$ cat config.mk
export PLATFORM = sky130hd
export DESIGN_NAME = colormem_writer
export DESIGN_NICKNAME = d
export VERILOG_FILES = /design/src/rtl/xv_pkg.sv /design/src/rtl/colormem_writer.sv
export SDC_FILE = /design/constraint.sdc
export NUM_CORES = 1
export LEC_CHECK = 0
export ABC_AREA = 1
export CAP_MARGIN = 20
export CORE_AREA = 2 2 96 107
export CTS_BUF_LIST = sky130_fd_sc_hd__clkbuf_8
export CTS_CLUSTER_DIAMETER = 50
export DETAILED_ROUTE_END_ITERATION = 10
export DIE_AREA = 0 0 98 109
export PLACE_DENSITY = 0.77
export SYNTH_ARGS = -nofsm -noshare
export SYNTH_HDL_FRONTEND = slang
export SYNTH_SLANG_ARGS = --single-unit
$ cat constraint.sdc
create_clock -name clk -period 2.25 [get_ports clk]
set_input_delay 0.3375 -clock clk [delete_from_list [all_inputs] [get_ports clk]]
set_output_delay 0.3375 -clock clk [all_outputs]
set_load 0.05 [all_outputs]
$ cat src/rtl/xv_pkg.sv
// Shared xv types and constants used by the palette (colormem) datapath.
package xv;

    typedef logic [15:0] word_t;

    localparam int COLOR_AWIDTH = 8;

endpackage

$ cat src/rtl/colormem_writer.sv
// Write-side controller for the colormem palette: single writes and range fills.
// Optional macro COLORMEM_VBLANK_SYNC_EN holds every palette write until vblank_i is high.
module colormem_writer
    import xv::*;
#(
    parameter int AWIDTH = COLOR_AWIDTH
) (
    input  logic              clk,
    input  logic              reset_n_i,
    input  logic              req_valid_i,
    output logic              req_ready_o,
    input  logic              req_fill_i,
    input  logic              req_inc_i,
    input  logic [AWIDTH-1:0] req_addr_i,
    input  logic [AWIDTH-1:0] req_count_i,
    input  word_t             req_data_i,
    input  logic              vblank_i,
    output logic              wr_en_o,
    output logic [AWIDTH-1:0] wr_address_o,
    output word_t             wr_data_o,
    output logic              busy_o,
    output logic              done_o
);

    localparam logic [1:0] IDLE = 2'd0;
    localparam logic [1:0] PEND = 2'd1;
    localparam logic [1:0] FILL = 2'd2;

    localparam logic [AWIDTH:0] LEFT_ONE = {{AWIDTH{1'b0}}, 1'b1};

    logic [1:0]        state;
    logic [AWIDTH:0]   left;       // writes of the current fill not yet loaded
    logic [AWIDTH-1:0] nxt_addr;
    word_t             nxt_data;
    logic              fill_inc;

    logic load_ok;
    logic accept;
    logic take_fill;
    logic fill_step;

`ifdef COLORMEM_VBLANK_SYNC_EN
    assign load_ok = vblank_i;
`else
    logic unused_vblank;
    assign load_ok       = 1'b1;
    assign unused_vblank = vblank_i;
`endif

    assign req_ready_o = (state == IDLE);
    assign busy_o      = (state != IDLE) | wr_en_o;
    assign accept      = req_valid_i & req_ready_o;
    assign take_fill   = accept & req_fill_i;
    assign fill_step   = (state == FILL) && (left != '0) && load_ok;

    function automatic word_t data_step(input word_t d, input logic inc);
        return d + {15'd0, inc};
    endfunction

    // Control and output registers
    always_ff @(posedge clk or negedge reset_n_i) begin
        if (!reset_n_i) begin
            state        <= IDLE;
            left         <= '0;
            wr_en_o      <= 1'b0;
            wr_address_o <= '0;
            wr_data_o    <= '0;
            done_o       <= 1'b0;
        end else begin
            wr_en_o <= 1'b0;
            done_o  <= 1'b0;
            case (state)
                IDLE: begin
                    if (take_fill) begin
                        state <= FILL;
                        if (load_ok) begin
                            wr_en_o      <= 1'b1;
                            wr_address_o <= req_addr_i;
                            wr_data_o    <= req_data_i;
                            done_o       <= (req_count_i == '0);
                            left         <= {1'b0, req_count_i};
                        end else begin
                            left <= {1'b0, req_count_i} + LEFT_ONE;
                        end
                    end else if (accept) begin
`ifdef COLORMEM_VBLANK_SYNC_EN
                        state <= PEND;
`else
                        wr_en_o      <= 1'b1;
                        wr_address_o <= req_addr_i;
                        wr_data_o    <= req_data_i;
`endif
                    end
                end
`ifdef COLORMEM_VBLANK_SYNC_EN
                PEND: begin
                    if (load_ok) begin
                        wr_en_o      <= 1'b1;
                        wr_address_o <= nxt_addr;
                        wr_data_o    <= nxt_data;
                        state        <= IDLE;
                    end
                end
`endif
                FILL: begin
                    // Leaving on the edge after the last write keeps ready low through it
                    if (left == '0) begin
                        state <= IDLE;
                    end else if (load_ok) begin
                        wr_en_o      <= 1'b1;
                        wr_address_o <= nxt_addr;
                        wr_data_o    <= nxt_data;
                        done_o       <= (left == LEFT_ONE);
                        left         <= left - LEFT_ONE;
                    end
                end
                default: state <= IDLE;
            endcase
        end
    end

    // Address and data counters (no reset: always loaded before use)
    always_ff @(posedge clk) begin
        if (take_fill) begin
            fill_inc <= req_inc_i;
            if (load_ok) begin
                nxt_addr <= req_addr_i + 1'b1;
                nxt_data <= data_step(req_data_i, req_inc_i);
            end else begin
                nxt_addr <= req_addr_i;
                nxt_data <= req_data_i;
            end
        end else if (accept) begin
            nxt_addr <= req_addr_i;
            nxt_data <= req_data_i;
        end else if (fill_step) begin
            nxt_addr <= nxt_addr + 1'b1;
            nxt_data <= data_step(nxt_data, fill_inc);
        end
    end

endmodule

==> impl_metrics.csv, run 1 <==
group,metric,value,unit
clock_network,cts.clk_slew.worst_paths,80,ps
sta,worst_slew_pin_slew,522,ps
grt,grt_pass1_wl,18.4,mm
logic_synthesis,synth_edf_count,25,
worst_setup_path,critPathKind,"in2reg",
pwr,power.density,1410,nW/um2
sta,finalWorstSetupSlack,293,ps
pwr,comb_power_share,54.1,%
floorplan,die_w,98,um
sta,rsz0062_at_grt,"false",
placement,dpl-instance-area,5010,um2
placement,dp_cells,769,
clock_network,post-cts-setup-buffers,0,
drt,drt_pass1_iterations,5,
pwr,p_seq_share,32.6,%
cells_and_area,fin_util,54.0,%
floorplan,dieArea,10700,um2
pwr,switching_power,3.53,mW
clock_network,numCtsBuffers,9,
grt,gr-total-overflow,0,
pwr,pwr-share-clk,13.3,%
drt,avgRoutedWirePerCell,14.0,um
worst_setup_path,slowest_stage,"clkdlybuf4s50_1",
placement,gp_congestion,0.911,
clock_network,clock-sinks,61,
pwr,finalPower,7.33,mW
pwr,p_leak,2.49,nW
pwr,intPower,3.79,mW
worst_setup_path,cp-end-kind,"flip-flop",
logic_synthesis,ys_async_sr_fraction,59.0,%
worst_setup_path,cp.required,2350,ps
worst_setup_path,r2r_setup_slack,450,ps
logic_synthesis,synth.cell_area,4220,um2
worst_setup_path,worst_setup_path_start_kind,"input pin",
logic_synthesis,synth_warnings,0,
drt,initialDrtViolationCount,272,
worst_setup_path,r2r_cells,8,
sta,slew_violations,0,
cells_and_area,diodes,0,
floorplan,core_region_area,9650,um2
floorplan,ios,66,
sta,hold_ws,397,ps
logic_synthesis,ys_seq_elements,61,
worst_setup_path,worstPathCellList,"clkdlybuf4s50_1, ha_1, ha_1, nand2_1, nor2_1, nand3b_1, nor2_1, nand3_1, nand3_1, nand2_1",
worst_setup_path,cp_num_buf_inv,1,
logic_synthesis,synth_nets,638,
sta,finalHoldViolCount,0,
clock_network,cts_tree,"yes",
logic_synthesis,yosysTopAreaCell,"dfrtp_1",
logic_synthesis,synth_top_area_share,21.4,%
sta,period_share,87.0,%
grt,antenna_found_initial,0,
sta,finalSetupViolCount,0,
worst_setup_path,slowest_delay,480,ps
grt,track_usage,21.6,%
clock_network,cts_max_path_buffers,2,
placement,dp_hpwl,8.32,mm
worst_setup_path,cp-startpoint,"req_data_i[0]",
drt,wl,11.0,mm
worst_hold_path,hold_path_class,"in2async",
placement,port_buffers,64,
drt,drc,0,
cells_and_area,area_delta_synth_final,23.4,%
logic_synthesis,avgSynthCellArea,7.14,um2
drt,num_vias,4057,
job,cap_violations,0,
sta,fin_worst_skew,14.5,ps
sta,period_minus_slack,1960,ps
status,status,"finished, final reports clean",
pwr,sw_frac_of_total,48.2,%
logic_synthesis,ys_dominant_reg_cell,"dfrtp_1",
drt,vias_per_cell,5.17,
grt,grt_max_degree,37,
clock_network,worstSkewPairLatency,350,ps
pwr,vdd_drop_max,0.000454,V
clock_network,htree_levels,3,
worst_setup_path,crit_path_end,"nxt_data[14]",
floorplan,initial_core_util,43.7,%
floorplan,die_h,109,um
sta,slew_headroom,65.1,%
logic_synthesis,synthTopCellsByArea,"dfrtp_1 (21%), edfxtp_1 (18%), nand2_1 (16%), nand3_1 (9.3%), o21ai_0 (5.6%)",
worst_setup_path,worstPathArrival,2050,ps
cells_and_area,final-instance-count-excl-fill,785,
sta,fmax,511,MHz
logic_synthesis,syn-instance-count,591,
cells_and_area,final_area,5210,um2
worst_setup_path,critical_path.top_delay_family,"simple AND/OR/NAND/NOR gates",
worst_setup_path,r2r-start,"left[0]",
clock_network,postCtsHoldBufs,0,
cells_and_area,nNetsFinal,707,
worst_setup_path,crit_cells,10,
floorplan,num_rows,38,
logic_synthesis,yosysUniqueCellTypes,37,
cells_and_area,drive_gt1_share,8.12,%
clock_network,cts_resized,0,
worst_setup_path,critPathMaxFanout,2,
clock_network,clockRootBuffer,"clkbuf_8",
worst_setup_path,r2r_end,"nxt_data[11]",
cells_and_area,nFillCells,915,
grt,grt_pass1_vias,3968,
placement,place_ws,-46.6,ps
sta,final.setup.tns,0,ps
logic_synthesis,ys_seq_area_share,39.1,%
drt,final_antenna_net_count,0,
## worst min path at each step
stage	end	slack, ps	startpoint	cells after the start
after floorplan	done_o	40	reset_n_i	0
after global placement	wr_data_o[3]	490	wr_data_o[3]	2
after detailed placement	wr_data_o[14]	490	wr_data_o[14]	2
after CTS	wr_address_o[6]	400	reset_n_i	2
after global routing	left[1]	460	reset_n_i	2
final	wr_address_o[6]	400	reset_n_i	2
## power groups by stage
stage                     clock [mW]  sequential, mW  combinational, mW
after detailed placement           0            2.41               3.96
after floorplan                    0            3.06               2.14
final                          0.976            2.39               3.96
after global placement             0            2.38               3.86
after global routing            1.04            2.48               4.39
after CTS                      0.996            2.39               3.98
## worst reg2reg max path: stages (launching register included)
cell and delay, ps:
dfrtp_1 410, inv_1 170, ha_1 180, inv_1 40
nor2_1 130, nand2_2 100, nand2_4 200, nand2_1 140
buf_12 190
## per-layer routing
metal	up-vias	global-route usage [%]	share of wire, %
li1	2067	-	-
met1	1844	28.6	47
met2	130	36.2	47
met3	16	3.14	5.3
met4	0	7.84	1.5
met5	-	0	0
## cells in the mapped netlist (4+ instances only)
master and instances:
nand2_1 184, nand3_1 78, inv_1 59, o21ai_0 47, nor2_1 45, dfrtp_1 36
edfxtp_1 25, a21oi_1 17, xor2_1 14, ha_1 9, nand4_1 9, clkbuf_1 8
buf_2 7, buf_6 5, nor3_1 5, nand2_4 4, nor2_2 4, xnor2_1 4
## cell type report
cell class                 instances  area (um2)  share of cell area (%)
multi-input combinational        445        2190                    42.1
inverter                          62         233                    4.47
clock inverter                     6        56.3                    1.08
tap                              120         150                    2.88
timing repair buffer              81         788                    15.1
sequential                        61        1650                    31.7
clock buffer                      10         138                    2.64
## logic make-up (layout without fill, tap and decap cells)
| logic type | Yosys count | after routing | synth area share, % |
|---|---|---|---|
| AOI/OAI and AO/OA | 78 | 78 | 10.0 |
| xor gates and xnor gates | 18 | 18 | 3.74 |
| adders and majority gates | 9 | 9 | 2.67 |
| buffers and inverters | 85 | 159 | 8.93 |
| DFF | 61 | 61 | 39.1 |
| and+or+nand+nor | 340 | 340 | 35.5 |
## cells in the final DEF (no fill, tap or decap), drive strengths merged, types with 6 or more instances in the layout
cell type,count
a21oi,17
buf,19
clkbuf,10
clkdlybuf4s50,62
dfrtp,36
edfxtp,25
ha,9
inv,63
nand2,189
nand3,79
nand4,9
nor2,51
nor3,6
o21ai,53
xor2,14
## flip-flops by register name, summed over array words and instances, names as in the netlist
| name | flops |
|---|---|
| nxt_data | 16 |
| wr_data_o | 16 |
| left | 9 |
| nxt_addr | 8 |
| wr_address_o | 8 |
| done_o | 1 |
| fill_inc | 1 |
| state | 1 |
| wr_en_o | 1 |
(Power assumes the default switching activity.)
==> run 2: changes to the inputs <==
Settings changed: SETUP_SLACK_MARGIN set to 0.15.
==> run 2 against run 1 <==
Critical path depth unchanged. Via count about the same. Setup slack improved by 24 ps. Sequential power about the same. Final area about the same. Register-to-register slack about the same. Global-route usage unchanged. Critical endpoint unchanged. Highest routed layer unchanged.
==> impl_metrics.csv, run 2 (same netlist as run 1, synthesis figures left out) <==
group,metric,value,unit
status,status,"finished, final reports clean",
sta,period_share,85.9,%
sta,worst_slew_pin_slew,531,ps
worst_setup_path,worstPathCellList,"clkdlybuf4s50_1, ha_1, ha_1, nand2_1, nor2_2, nand3b_1, nor2_1, nand3_1, nand3_1, nand2_1",
worst_setup_path,cp_num_buf_inv,1,
worst_hold_path,hold_path_class,"in2async",
clock_network,htree_levels,3,
pwr,comb_power_share,54.0,%
worst_setup_path,worstPathArrival,2030,ps
sta,fmax,517,MHz
grt,track_usage,21.6,%
grt,grt_pass1_vias,3968,
cells_and_area,final-instance-count-excl-fill,785,
cells_and_area,largest_registers,"nxt_data: 16 flops, wr_data_o: 16 flops, left: 9 flops",
clock_network,numCtsBuffers,9,
worst_setup_path,critical_path.top_delay_family,"simple AND/OR/NAND/NOR gates",
cells_and_area,final_common_cell,"nand2_1",
cells_and_area,drive_gt1_share,8.27,%
pwr,switching_power,3.54,mW
floorplan,num_rows,38,
worst_setup_path,critPathMaxFanout,2,
grt,gr-total-overflow,0,
cells_and_area,layout_common_cells,"nand2_1 (184), nand3_1 (78), clkdlybuf4s50_1 (62), inv_1 (61), o21ai_0 (47)",
sta,hold_ws,394,ps
floorplan,die_w,98,um
sta,slew_headroom,64.5,%
clock_network,clockRootBuffer,"clkbuf_8",
worst_setup_path,cp.required,2350,ps
drt,vias_per_cell,5.17,
clock_network,clock-sinks,61,
floorplan,initial_core_util,43.7,%
floorplan,dieArea,10700,um2
pwr,p_seq_share,32.6,%
cells_and_area,nNetsFinal,707,
sta,slew_violations,0,
placement,port_buffers,64,
drt,num_vias,4060,
job,cap_violations,0,
drt,wl,11.0,mm
cells_and_area,nFillCells,917,
drt,initialDrtViolationCount,261,
clock_network,cts.clk_slew.worst_paths,80,ps
grt,grt_max_degree,37,
clock_network,cts_tree,"yes",
floorplan,ios,66,
placement,dp_cells,769,
clock_network,post-cts-setup-buffers,0,
drt,final_antenna_net_count,0,
pwr,pwr-share-clk,13.4,%
pwr,power.density,1410,nW/um2
sta,finalSetupViolCount,0,
sta,fin_worst_skew,15.1,ps
pwr,vdd_drop_max,0.000460,V
grt,antenna_found_initial,0,
sta,final.setup.tns,0,ps
worst_setup_path,worst_setup_path_start_kind,"input pin",
placement,gp_congestion,0.911,
worst_setup_path,slowest_delay,480,ps
sta,period_minus_slack,1930,ps
sta,finalHoldViolCount,0,
worst_setup_path,cp-end-kind,"flip-flop",
clock_network,worstSkewPairLatency,350,ps
sta,rsz0062_at_grt,"false",
placement,dp_hpwl,8.32,mm
grt,grt_pass1_wl,18.4,mm
worst_setup_path,slowest_stage,"clkdlybuf4s50_1",
cells_and_area,diodes,0,
worst_setup_path,critPathKind,"in2reg",
pwr,sw_frac_of_total,48.3,%
drt,drt_pass1_iterations,5,
pwr,p_leak,2.49,nW
cells_and_area,area_delta_synth_final,23.5,%
floorplan,die_h,109,um
drt,avgRoutedWirePerCell,14.0,um
clock_network,cts_max_path_buffers,2,
floorplan,core_region_area,9650,um2
drt,drc,0,
pwr,intPower,3.79,mW
==> run 2: cell counts in the layout (fill, tap and decap cells not counted) <==
No cell type changed its count.
==> run 2: worst paths after layout <==
path	startpoint	endpoint	slack, ps	cells after the start
max	req_data_i[0]	nxt_data[14]	320	10
min	reset_n_i	wr_data_o[0]	390	2
max reg2reg	left[0]	nxt_data[11]	450	8
min reg2reg	wr_data_o[14]	wr_data_o[14]	510	2
max in group asynchronous	reset_n_i	wr_data_o[7]	1520	2
min in group clk	wr_data_o[14]	wr_data_o[14]	510	2
==> run 2: worst reg2reg max path, stage by stage, from the launching register on <==
cell	delay [ps]
dfrtp_1	410
inv_1	170
ha_1	180
inv_1	30
nor2_1	130
nand2_2	100
nand2_4	200
nand2_1	130
buf_12	190
==> run 2: power by group through the flow <==
| stage | clock, mW | sequential, mW | combinational [mW] |
|---|---|---|---|
| final | 0.984 | 2.39 | 3.96 |
| after detailed placement | 0 | 2.41 | 3.96 |
| after CTS | 0.996 | 2.39 | 3.98 |
| after global placement | 0 | 2.38 | 3.86 |
| after floorplan | 0 | 3.06 | 2.14 |
| after global routing | 1.04 | 2.48 | 4.39 |
==> run 2: metrics by stage <==
step                      total power [mW]  util, %  worst slack (ps)  cell area, um2
final                                 7.33     54.0               317            5210
after global routing                  7.91     54.0               191            5210
after CTS                             7.36     54.0               308            5210
after detailed placement              6.37     51.9             -46.6            5010
after global placement                6.24     51.9              11.4            5010
after floorplan                       5.20        -               276            4220
==> run 2: final cells by class <==
| type | instances | area [um2] | area share, % |
|---|---|---|---|
| timing repair buffer | 81 | 788 | 15.1 |
| sequential | 61 | 1650 | 31.7 |
| clock buffer | 10 | 138 | 2.64 |
| multi-input combinational | 445 | 2190 | 42.1 |
| inverter | 62 | 233 | 4.47 |
| tap | 120 | 150 | 2.88 |
| clock inverter | 6 | 56.3 | 1.08 |
==> run 2: routing by layer <==
layer  global-route usage (%)  part of all wire [%]
met1                     28.6                    46
met2                     36.2                    47
met3                     3.14                   5.2
met4                     7.84                   1.6
met5                        0                     0
==> run 2: repair_timing <==
item                                    4_1_cts  5_1_grt
gates resized for setup                       0        1
hold buffers                                  0        0
endpoints found under the setup margin        0        1
==> run 3: changes to the inputs <==
Settings changed: PLACE_DENSITY 0.77 to 0.71.
==> run 3 against run 2 <==
Register-to-register slack got worse by 70 ps. Sequential share of layout area decreased by 0.32 points. Fmax shrank 5.4%. Utilization rose by 0.54 points. Sequential power about the same. Setup slack lost 110 ps. Total power up 3.5%.
==> impl_metrics.csv, run 3 (same netlist as run 1, synthesis figures left out) <==
group,metric,value,unit
worst_hold_path,hold_path_class,"in2async",
grt,grt_max_degree,37,
drt,avgRoutedWirePerCell,14.3,um
placement,port_buffers,64,
worst_setup_path,cp.required,1910,ps
sta,period_minus_slack,2040,ps
placement,dp_hpwl,8.25,mm
sta,slew_violations,0,
sta,slew_headroom,62.0,%
cells_and_area,multiInputGateArea,2190,um2
floorplan,die_w,98,um
cells_and_area,diodes,0,
drt,drt_pass1_iterations,6,
pwr,power.density,1440,nW/um2
worst_setup_path,worst_setup_path_start_kind,"flip-flop",
cells_and_area,nNetsFinal,709,
sta,fmax,489,MHz
cells_and_area,drive_gt1_share,8.56,%
cells_and_area,layout_common_cells,"nand2_1 (184), nand3_1 (78), clkdlybuf4s50_1 (62), inv_1 (60), o21ai_0 (47)",
clock_network,clock-sinks,61,
worst_setup_path,slowest_stage,"dfrtp_1",
clock_network,postCtsHoldBufs,0,
clock_network,cts_max_path_buffers,2,
worst_setup_path,r2r-start,"state[1]",
cells_and_area,final_common_cell,"nand2_1",
worst_setup_path,cp-end-kind,"output port",
drt,vias_per_cell,5.30,
sta,period_share,90.8,%
grt,track_usage,22.0,%
worst_setup_path,worstPathCellList,"buf_4, or2_2, buf_12",
sta,worst_slew_pin_slew,570,ps
clock_network,numCtsBuffers,9,
worst_setup_path,cp_num_buf_inv,2,
worst_setup_path,critPathMaxFanout,12,
drt,drc,0,
placement,place_ws,-168,ps
sta,finalHoldViolCount,0,
grt,grt_pass1_wl,18.7,mm
floorplan,initial_core_util,43.7,%
pwr,vdd_drop_max,0.000528,V
floorplan,core_region_area,9650,um2
grt,gr-total-overflow,0,
drt,final_antenna_net_count,0,
drt,wl,11.2,mm
sta,finalSetupViolCount,0,
floorplan,num_rows,38,
sta,finalWorstSetupSlack,207,ps
sta,final.setup.tns,0,ps
cells_and_area,largest_registers,"nxt_data: 16 flops, wr_data_o: 16 flops, left: 9 flops",
floorplan,ios,66,
grt,grt_pass1_vias,4007,
cells_and_area,nFillCells,906,
drt,initialDrtViolationCount,333,
cells_and_area,final-instance-count-excl-fill,786,
job,cap_violations,0,
grt,antenna_found_initial,0,
floorplan,die_h,109,um
worst_setup_path,slowest_delay,590,ps
worst_setup_path,critical_path.top_delay_family,"flip-flops",
clock_network,clockRootBuffer,"clkbuf_8",
sta,fin_worst_skew,10.7,ps
drt,num_vias,4168,
cells_and_area,area_delta_synth_final,24.7,%
sta,rsz0062_at_grt,"true",
clock_network,worstSkewPairLatency,340,ps
cells_and_area,fin_util,54.5,%
clock_network,htree_levels,3,
cells_and_area,register_area,1650,um2
worst_setup_path,worstPathArrival,1710,ps
placement,gp_congestion,0.920,
clock_network,cts_tree,"yes",
worst_setup_path,cp-startpoint,"state[1]",
floorplan,dieArea,10700,um2
placement,dp_cells,767,
worst_setup_path,critPathKind,"reg2out",
status,status,"finished, final reports clean",
pwr,p_leak,2.51,nW
clock_network,cts.clk_slew.worst_paths,70,ps
-- run 3: cell type report --
type | instances | share of cell area [%]
inverter | 62 | 4.49
multi-input combinational | 445 | 41.7
sequential | 61 | 31.4
tap | 120 | 2.85
clock buffer | 9 | 2.35
clock inverter | 6 | 1.97
timing repair buffer | 83 | 15.3
-- run 3: worst paths after layout --
kind / end / slack [ps] / depth (start not counted)
worst max-delay path: busy_o / 210 / 3
worst min-delay path: left[2] / 400 / 2
worst max register to register: wr_data_o[13] / 380 / 6
worst min register to register: wr_address_o[5] / 510 / 2
max in group asynchronous: wr_data_o[11] / 1500 / 2
min in group clk: wr_address_o[5] / 510 / 2
-- run 3: timing repair --
action                                  in CTS  in global routing
setup buffers                                0                  4
gates resized for setup                      0                  2
endpoints found under the setup margin       0                  3
-- run 3: per-layer routing --
| layer | part of all wire [%] | up-vias | GRT usage (%) |
|---|---|---|---|
| met5 | 0 | - | 0 |
| met4 | 2.0 | 0 | 9.13 |
| met3 | 6.6 | 21 | 4.49 |
| met2 | 46 | 150 | 36.6 |
| met1 | 45 | 1928 | 28.0 |
| li1 | - | 2069 | - |
-- run 3: power by group --
group	switching [mW]	internal, mW
registers	0.544	1.88
logic	2.60	1.40
clock network	0.442	0.723
-- run 3: worst register-to-register path, stage by stage, from the launching register on --
cell     delay, ps
dfrtp_1        700
nor2_8         110
inv_2          320
buf_4          270
nand2_4        180
nand2_1        120
nand2_1         50
-- run 3: per-stage QoR --
stage	cell area (um2)	total power [mW]	hold WS, ps
2_1_floorplan	4220	5.20	41.9
3_3_place_gp	5000	6.25	494
3_5_place_dp	5000	6.37	494
4_1_cts	5230	7.55	424
5_1_grt	5260	8.20	446
6_report	5260	7.59	404
